===== src/rtl/booth_issue_ctrl_pkg.sv =====
// Shared state encoding and default sizing for the Booth operand issue controller.
package booth_issue_ctrl_pkg;

    localparam int DEF_W       = 4;
    localparam int DEF_DEPTH   = 4;
    localparam int DEF_TIMEOUT = 16;

    typedef enum logic [1:0] {
        ST_IDLE  = 2'd0,
        ST_ISSUE = 2'd1,
        ST_WAIT  = 2'd2,
        ST_HOLD  = 2'd3
    } state_e;

    function automatic int prod_width(input int w);
        return 2 * w;
    endfunction

endpackage


===== src/rtl/booth_issue_ctrl_sync_fifo.sv =====
// Small synchronous FIFO with a count register; full/empty are decoded from the count.
module sync_fifo #(
    parameter int WIDTH = 8,
    parameter int DEPTH = 4
) (
    input  logic                         clk_i,
    input  logic                         rst_ni,
    input  logic                         push_i,
    input  logic                         pop_i,
    input  logic [WIDTH-1:0]             wdata_i,
    output logic [WIDTH-1:0]             rdata_o,
    output logic                         full_o,
    output logic                         empty_o,
    output logic [$clog2(DEPTH+1)-1:0]   count_o
);

    localparam int AW = $clog2(DEPTH);
    localparam int CW = $clog2(DEPTH + 1);
    localparam logic [CW-1:0] FULL_CNT = CW'(DEPTH);

    logic [WIDTH-1:0] mem_q [DEPTH];
    logic [AW-1:0]    wr_ptr_q;
    logic [AW-1:0]    rd_ptr_q;
    logic [CW-1:0]    count_q;
    logic             do_push;
    logic             do_pop;

    assign do_push = push_i && (count_q != FULL_CNT);
    assign do_pop  = pop_i && (count_q != '0);

    // Storage needs no reset: a slot is only read after it has been written.
    always_ff @(posedge clk_i) begin
        if (do_push) begin
            mem_q[wr_ptr_q] <= wdata_i;
        end
    end

    always_ff @(posedge clk_i or negedge rst_ni) begin
        if (!rst_ni) begin
            wr_ptr_q <= '0;
            rd_ptr_q <= '0;
            count_q  <= '0;
        end else begin
            if (do_push) begin
                wr_ptr_q <= wr_ptr_q + 1'b1;
            end
            if (do_pop) begin
                rd_ptr_q <= rd_ptr_q + 1'b1;
            end
            case ({do_push, do_pop})
                2'b10:   count_q <= count_q + 1'b1;
                2'b01:   count_q <= count_q - 1'b1;
                default: count_q <= count_q;
            endcase
        end
    end

    assign rdata_o = mem_q[rd_ptr_q];
    assign full_o  = (count_q == FULL_CNT);
    assign empty_o = (count_q == '0);
    assign count_o = count_q;

endmodule


===== src/rtl/booth_issue_ctrl.sv =====
// Queues signed operand pairs, issues them one at a time to the Booth multiplier
// and returns each product on a ready/valid port.
module booth_issue_ctrl
    import booth_issue_ctrl_pkg::*;
#(
    parameter int W       = DEF_W,
    parameter int DEPTH   = DEF_DEPTH,
    parameter int TIMEOUT = DEF_TIMEOUT
) (
    input  logic                     clk,
    input  logic                     rst,
    input  logic                     in_valid,
    output logic                     in_ready,
    input  logic [W-1:0]             in_x,
    input  logic [W-1:0]             in_y,
    output logic                     mul_start,
    output logic [W-1:0]             mul_x,
    output logic [W-1:0]             mul_y,
    input  logic                     mul_valid,
    input  logic [prod_width(W)-1:0] mul_z,
    output logic                     out_valid,
    input  logic                     out_ready,
    output logic [prod_width(W)-1:0] out_z,
    output logic                     busy,
    output logic                     timeout_err
);

    localparam int PW = prod_width(W);
    localparam int CW = $clog2(DEPTH + 1);
    localparam int TW = $clog2(TIMEOUT + 1);
    localparam logic [TW-1:0] TO_LAST = TW'(TIMEOUT - 1);

    state_e          state_q, state_d;
    logic [TW-1:0]   tcnt_q, tcnt_d;
    logic [W-1:0]    mul_x_q, mul_x_d;
    logic [W-1:0]    mul_y_q, mul_y_d;
    logic [PW-1:0]   out_z_q, out_z_d;
    logic            out_valid_q, out_valid_d;
    logic            terr_q, terr_d;
    logic            valid_q;
    logic            valid_rise;

    logic            fifo_pop;
    logic [2*W-1:0]  fifo_rdata;
    logic            fifo_full;
    logic            fifo_empty;
    logic [CW-1:0]   fifo_count;

    sync_fifo #(
        .WIDTH (2 * W),
        .DEPTH (DEPTH)
    ) u_fifo (
        .clk_i   (clk),
        .rst_ni  (rst),
        .push_i  (in_valid),
        .pop_i   (fifo_pop),
        .wdata_i ({in_x, in_y}),
        .rdata_o (fifo_rdata),
        .full_o  (fifo_full),
        .empty_o (fifo_empty),
        .count_o (fifo_count)
    );

    // mul_valid is a level; only its rising edge marks a fresh product.
    assign valid_rise = mul_valid && !valid_q;

    always_comb begin
        state_d     = state_q;
        tcnt_d      = tcnt_q;
        mul_x_d     = mul_x_q;
        mul_y_d     = mul_y_q;
        out_z_d     = out_z_q;
        out_valid_d = out_valid_q;
        terr_d      = terr_q;
        fifo_pop    = 1'b0;

        case (state_q)
            ST_IDLE: begin
                if (!fifo_empty) begin
                    fifo_pop           = 1'b1;
                    {mul_x_d, mul_y_d} = fifo_rdata;
                    state_d            = ST_ISSUE;
                end
            end
            ST_ISSUE: begin
                tcnt_d  = '0;
                state_d = ST_WAIT;
            end
            ST_WAIT: begin
                // A product arriving in the last allowed cycle still counts.
                if (valid_rise) begin
                    out_z_d     = mul_z;
                    out_valid_d = 1'b1;
                    state_d     = ST_HOLD;
                end else if (tcnt_q == TO_LAST) begin
                    terr_d  = 1'b1;
                    state_d = ST_IDLE;
                end else begin
                    tcnt_d = tcnt_q + 1'b1;
                end
            end
            ST_HOLD: begin
                if (out_ready) begin
                    out_valid_d = 1'b0;
                    if (!fifo_empty) begin
                        fifo_pop           = 1'b1;
                        {mul_x_d, mul_y_d} = fifo_rdata;
                        state_d            = ST_ISSUE;
                    end else begin
                        state_d = ST_IDLE;
                    end
                end
            end
            default: state_d = ST_IDLE;
        endcase
    end

    always_ff @(posedge clk or negedge rst) begin
        if (!rst) begin
            state_q     <= ST_IDLE;
            tcnt_q      <= '0;
            mul_x_q     <= '0;
            mul_y_q     <= '0;
            out_z_q     <= '0;
            out_valid_q <= 1'b0;
            terr_q      <= 1'b0;
            valid_q     <= 1'b0;
        end else begin
            state_q     <= state_d;
            tcnt_q      <= tcnt_d;
            mul_x_q     <= mul_x_d;
            mul_y_q     <= mul_y_d;
            out_z_q     <= out_z_d;
            out_valid_q <= out_valid_d;
            terr_q      <= terr_d;
            valid_q     <= mul_valid;
        end
    end

    assign in_ready    = !fifo_full;
    assign mul_start   = (state_q == ST_ISSUE);
    assign mul_x       = mul_x_q;
    assign mul_y       = mul_y_q;
    assign out_valid   = out_valid_q;
    assign out_z       = out_z_q;
    assign busy        = (state_q != ST_IDLE) || (fifo_count != '0);
    assign timeout_err = terr_q;

endmodule


===== config.mk =====
export PLATFORM = sky130hd
export DESIGN_NAME = booth_issue_ctrl
export DESIGN_NICKNAME = d
export VERILOG_FILES = /design/src/rtl/booth_issue_ctrl_pkg.sv /design/src/rtl/booth_issue_ctrl_sync_fifo.sv /design/src/rtl/booth_issue_ctrl.sv
export SDC_FILE = /design/constraint.sdc
export NUM_CORES = 1
export LEC_CHECK = 0
export BUFFER_PORTS_ARGS = -buffer_cell sky130_fd_sc_hd__buf_2
export CORE_UTILIZATION = 56
export DETAILED_ROUTE_END_ITERATION = 10
export PLACE_DENSITY = 0.79
export SYNTH_ARGS = -nofsm -noshare
export SYNTH_HDL_FRONTEND = slang
export SYNTH_SLANG_ARGS = --single-unit

===== constraint.sdc =====
create_clock -name clk -period 2.7 [get_ports clk]
set_input_delay 0.405 -clock clk [delete_from_list [all_inputs] [get_ports clk]]
set_output_delay 0.405 -clock clk [all_outputs]
set_load 0.005 [all_outputs]

Word-level counts from Yosys, hierarchy flattened
Memory sizes are Yosys's and may differ from the RTL's. Cells that the tools add are included.

Bitwise gates (word level): 1. Muxes and demuxes: 24. Equal/unequal tests: 14. Reduce and logical (&&, ||, !) cells: 20. Add/subtract/negate cells: 5.

Operators by type and width (number): $mux W4 (4); $pmux W4 S2 (2); $reduce_and A3 Y1 (4); $mux W5 (2); $ne A2 B2 Y1 const B (5); $pmux W5 S2 (1); $reduce_bool A2 Y1 (5); $mux W2 (4); $pmux W2 S4 (1); $mux W1 (7); $eq A2 B2 Y1 const B (3); $ne A3 B3 Y1 const B (2); $pmux W3 S2 (1); $add A5 B1 Y5 const B (1); $eq A5 B4 Y1 const B (1); $add A2 B1 Y2 const B (2); $eq A2 B1 Y1 const B (2); $pmux W1 S2 (2); $reduce_and A2 Y1 (2); $add A3 B1 Y3 const B (1); $eq A3 B3 Y1 const B (1); $logic_and A1 B1 Y1 (3); $logic_not A3 Y1 (1); $reduce_bool A3 Y1 (1); 5 further kinds (6).

RAM bits: 32. Memories kept: 1. Flip-flop bits (word level): 33. Word-level logic and storage cells: 76. Input bits: 21. Output and inout bits: 21.

Memory list: u_fifo.mem_q (depth 4, width 8, rd ports 1, clocked after Yosys merged registers in 0, write ports 1, line booth_issue_ctrl_sync_fifo.sv:21) `logic [WIDTH-1:0] mem_q [DEPTH];`.

Longest topological paths before layout
Depth in word-level cells: 7. Mapped depth: 10. Depth with buffers taken out: 10.

Cells and area by module
Synthesis repeated with hierarchy kept, for this count alone.

Cells, all modules: 189. Area, all modules: 2924.1 sq um.

Modules (own cells, without submodules): sync_fifo (cells each 80, area each 1591.5 sq um, instances 1, sequential area each 1136.1 sq um); booth_issue_ctrl (cells each 109, area each 1332.5 sq um, instances 1, sequential area each 650.6 sq um).

Worst setup path after synthesis
No wires, ideal clock.

Path kind: register -> register. Start point: reg state_q[0]. End point: reg u_fifo.count_q[2] (netlist: u_fifo.count_o[2]). Required time: 2.621 ns. Arrival time: 2.292 ns. Path slack: 0.329 ns. Clock period less this slack: 2.371 ns. Library setup time: 0.079 ns. Path buffers: 1. Cell stages (with the launch flop): 11. Cells stage by stage: dfrtp_1 -> inv_1 -> ha_1 -> clkbuf_1 -> nor3_1 -> ha_1 -> inv_1 -> fa_1 -> xor2_1 -> nor2_1 -> xor2_1.

Cells in the longest elaborated chain, start to end: 5. Elaborated cells between the ends (all ways): 8. Those cells by class: eq/ne: 3; mux: 2; reduce/logical: 3.

Ends and longest elaborated chain: start, declared (line booth_issue_ctrl.sv:33) `state_e state_q, state_d;`; start signal, assigned (line booth_issue_ctrl.sv:129) `state_q <= state_d;`; $eq A2 B2 Y1 / $logic_not A2 Y1 (equally long branches) (line booth_issue_ctrl.sv:77) `case (state_q)`; $pmux W1 S2 (*) (line booth_issue_ctrl.sv:77); $logic_and A1 B1 Y1 (*) (line booth_issue_ctrl_sync_fifo.sv:29) `assign do_pop = pop_i && (count_q != '0);`; via u_fifo.do_pop (line booth_issue_ctrl_sync_fifo.sv:26) `logic do_pop;`; $eq A2 B1 Y1 / $eq A2 B2 Y1 (equally long branches) (line booth_issue_ctrl_sync_fifo.sv:50) `case ({do_push, do_pop})`; $pmux W3 S2 / $reduce_bool A2 Y1 (equally long branches); end signal, assigned (line booth_issue_ctrl_sync_fifo.sv:51) `2'b10: count_q <= count_q + 1'b1;`; end signal, assigned (line booth_issue_ctrl_sync_fifo.sv:52) `2'b01: count_q <= count_q - 1'b1;`; end signal, assigned (line booth_issue_ctrl_sync_fifo.sv:53) `default: count_q <= count_q;`; end, declared (line booth_issue_ctrl_sync_fifo.sv:24) `logic [CW-1:0] count_q;`.

Mark *: on every way through the listed nets, which the timed path passes. The rest lies on a longest branch. A chain may end at the register's enable or synchronous reset.

Worst setup path in the final report
Ends and elaborated chain as after synthesis.

==> results.cfg <==
[timing]
fin_setup_tns_ns = 0
rsz0062_at_grt = no
fmax_mhz = 405.2
hold_viol = 0
tightest_slew_ns = 0.7589
finalSetupViolCount = 0
skew_ns = 0.008377
slew-limit-headroom = 0.4941
period_needed_ns = 2.468
post-route-period-util = 0.9141
report.final.slew_viol_count = 0

[critical_path]
worstPathCellList = inv_1, ha_1, nor3_1, ha_1, inv_1, fa_1, xor2_1, nor2_1, xor2_1
max_stage_delay_ns = 0.44
path_class = reg2reg
end_kind = flop
cp_top_family = adder cells
crit_required_ns = 2.97
worst_setup_path_start_kind = flop
crit_buf_inv = 2
worstPathMaxFanout = 9
cp_data_arrival_time_ns = 2.73
crit_slowest_cell = ha_1

[logic_synthesis]
avgSynthCellArea_um2 = 15.93
async_flop_share = 0.5077
synth_top_area_frac = 0.3486
yosysTopAreaCell = edfxtp_1
synth_cells = 173
synth_cell_types = 37
synth.net_count = 207
ys_warn_count = 0
synth_seq_cells = 65
ys_top_cells_by_area = edfxtp_1 35%, dfrtp_1 30%, mux2_2 7.4%
synth_ff_type = dfrtp_1
synth_edf_count = 32
synth_area_mm2 = 0.002756
synth_common_cells = 33 x dfrtp_1, 32 x edfxtp_1, 18 x mux2_2
synth_most_common_cell = dfrtp_1
seq_area_frac_synth = 0.6482

[power_and_ir_drop]
finalPower_mw = 3.661
ir_drop_v = 0.0006722
p_leak_nw = 1.373
powerDensity_mw_per_mm2 = 1136

[global_routing]
grt_pass1_vias = 1654
antenna_found_initial = 0
grt_pass1_wl_mm = 7.866
grt_max_degree = 34
overflow = 0
groute.usage.overall = 0.2078

[job]
maxCapViolations = 0

[detailed_routing]
drc = 0
vias = 1578
via_per_inst = 5.367
drt-initial-drc-count = 141
ant_nets = 0
first_pass_iters = 4
routed_wl_mm = 4.683
drt-wirelength-per-cell_um = 15.93

[cts]
clockBufferDepth = 2
clock_latency_ns = 0.34
clock-sinks = 65
cts_root_buf = clkbuf_8
cts.repair.resized = 0
htreeDepth = 3
holdBufCountCts = 0
clk_pin_slew_worst_paths_ns = 0.07
post_cts_buffers = 0
cts_tree = done
cts_buffers = 9

[cells_and_area]
syn2layout_area_growth_pct = 16.93
post-route-util = 0.6824
final_cell_count_no_fill = 294
drive_above_1_share = 0.3877
n_antenna_cell = 0
nets = 256

[floorplan]
num_rows = 25
coreArea_mm2 = 0.004723
initial_core_util = 0.5836
die_area_mm2 = 0.005206
dieHeight_um = 72.16
die_w_um = 72.16
io_pins = 42

[placement]
portBuffers = 41
dp_cells = 278
dpl.hpwl_mm = 3.321
place_congestion = 0.8365

[run_status]
status = finished, final reports clean

[worst_hold_path]
min_path_type = in2async
-- worst reg2reg max path: stages, from the launching register on --
cell and delay, ns:
dfrtp_1 0.40, inv_1 0.12, ha_1 0.44, nor3_1 0.34, ha_1 0.24, inv_1 0.06
fa_1 0.38, xor2_1 0.15, nor2_1 0.12, xor2_1 0.15
-- kinds of logic after synthesis --
| kind of cell | after synthesis | share of synthesized area |
|---|---|---|
| DFF | 65 | 0.6482 |
| muxes | 28 | 0.1462 |
| and+or+nand+nor | 28 | 0.06128 |
| AOI/OAI and AO/OA | 17 | 0.04086 |
| buffers and inverters | 16 | 0.02269 |
| adders and majority gates | 13 | 0.06173 |
| xor gates and xnor gates | 6 | 0.01907 |
-- metal layers --
metal | routed length, µm | global-route usage | vias up
met5 | 0 | 0 | -
met2 | 2429 | 0.3333 | 43
met3 | 208 | 0.05000 | 11
met1 | 1954 | 0.2639 | 786
met4 | 91 | 0.1111 | 0
li1 | - | - | 738
-- final cells by class --
cell class	count	area (µm²)
Inverter	12	45.04
Clock buffer	10	127.6
Fill cell	327	1500
Multi-Input combinational cell	92	907.1
Timing Repair Buffer	42	212.7
Clock inverter	6	60.06
Tap cell	67	83.83
Sequential cell	65	1787
-- registers in the layout, summed over array words and instances (netlist names) --
| name | cells |
|---|---|
| u_fifo.mem_q | 32 |
| u_fifo.count_o | 3 |
| valid_q | 1 |
| u_fifo.rd_ptr_q | 2 |
| timeout_err | 1 |
| u_fifo.wr_ptr_q | 2 |
| mul_x | 4 |
| out_valid | 1 |
| out_z | 8 |
| tcnt_q | 5 |
| state_q | 2 |
| mul_y | 4 |
-- layout by cell type, fill, tap and decap left out, types with 3 or more instances in the layout --
cell type	n
edfxtp_1	32
dfrtp_1	33
and3_1	6
ha_1	12
nand2_1	5
nor2_1	4
mux4_2	8
xnor2_1	3
o21ai_0	5
clkbuf_8	9
inv_1	11
buf_2	41
a21oi_1	3
mux2_2	18
xor2_1	3
clkinv_2	3
-- report_power, final --
group          internal, mW  total [mW]  switching [mW]
Combinational         0.691        1.29           0.596
Sequential             1.37        1.59           0.219
Clock                 0.421       0.786           0.365
-- through the flow --
stage          hold slack, ns  worst slack [ns]  cell area (µm²)
6_report               0.1260            0.2320             3223
5_1_grt                0.1890           0.06267             3223
4_1_cts                0.1565            0.2066             3223
3_5_place_dp           0.4577            0.2264             3035
3_3_place_gp           0.4362            0.4129             3035
2_1_floorplan          0.1094            0.3290             2756
-- worst paths after layout --
kind | from | cells past startpoint | slack (ns) | end
max | state_q[0] | 9 | 0.23 | u_fifo.count_o[2]
max reg2reg | state_q[0] | 9 | 0.23 | u_fifo.count_o[2]
max in group asynchronous | rst | 1 | 2.08 | u_fifo.count_o[1]
min in group clk | mul_valid | 1 | 0.19 | valid_q
min | rst | 1 | 0.13 | mul_x[3]
min reg2reg | timeout_err | 1 | 0.47 | timeout_err
No activity file was read; power rests on OpenSTA's default activity.
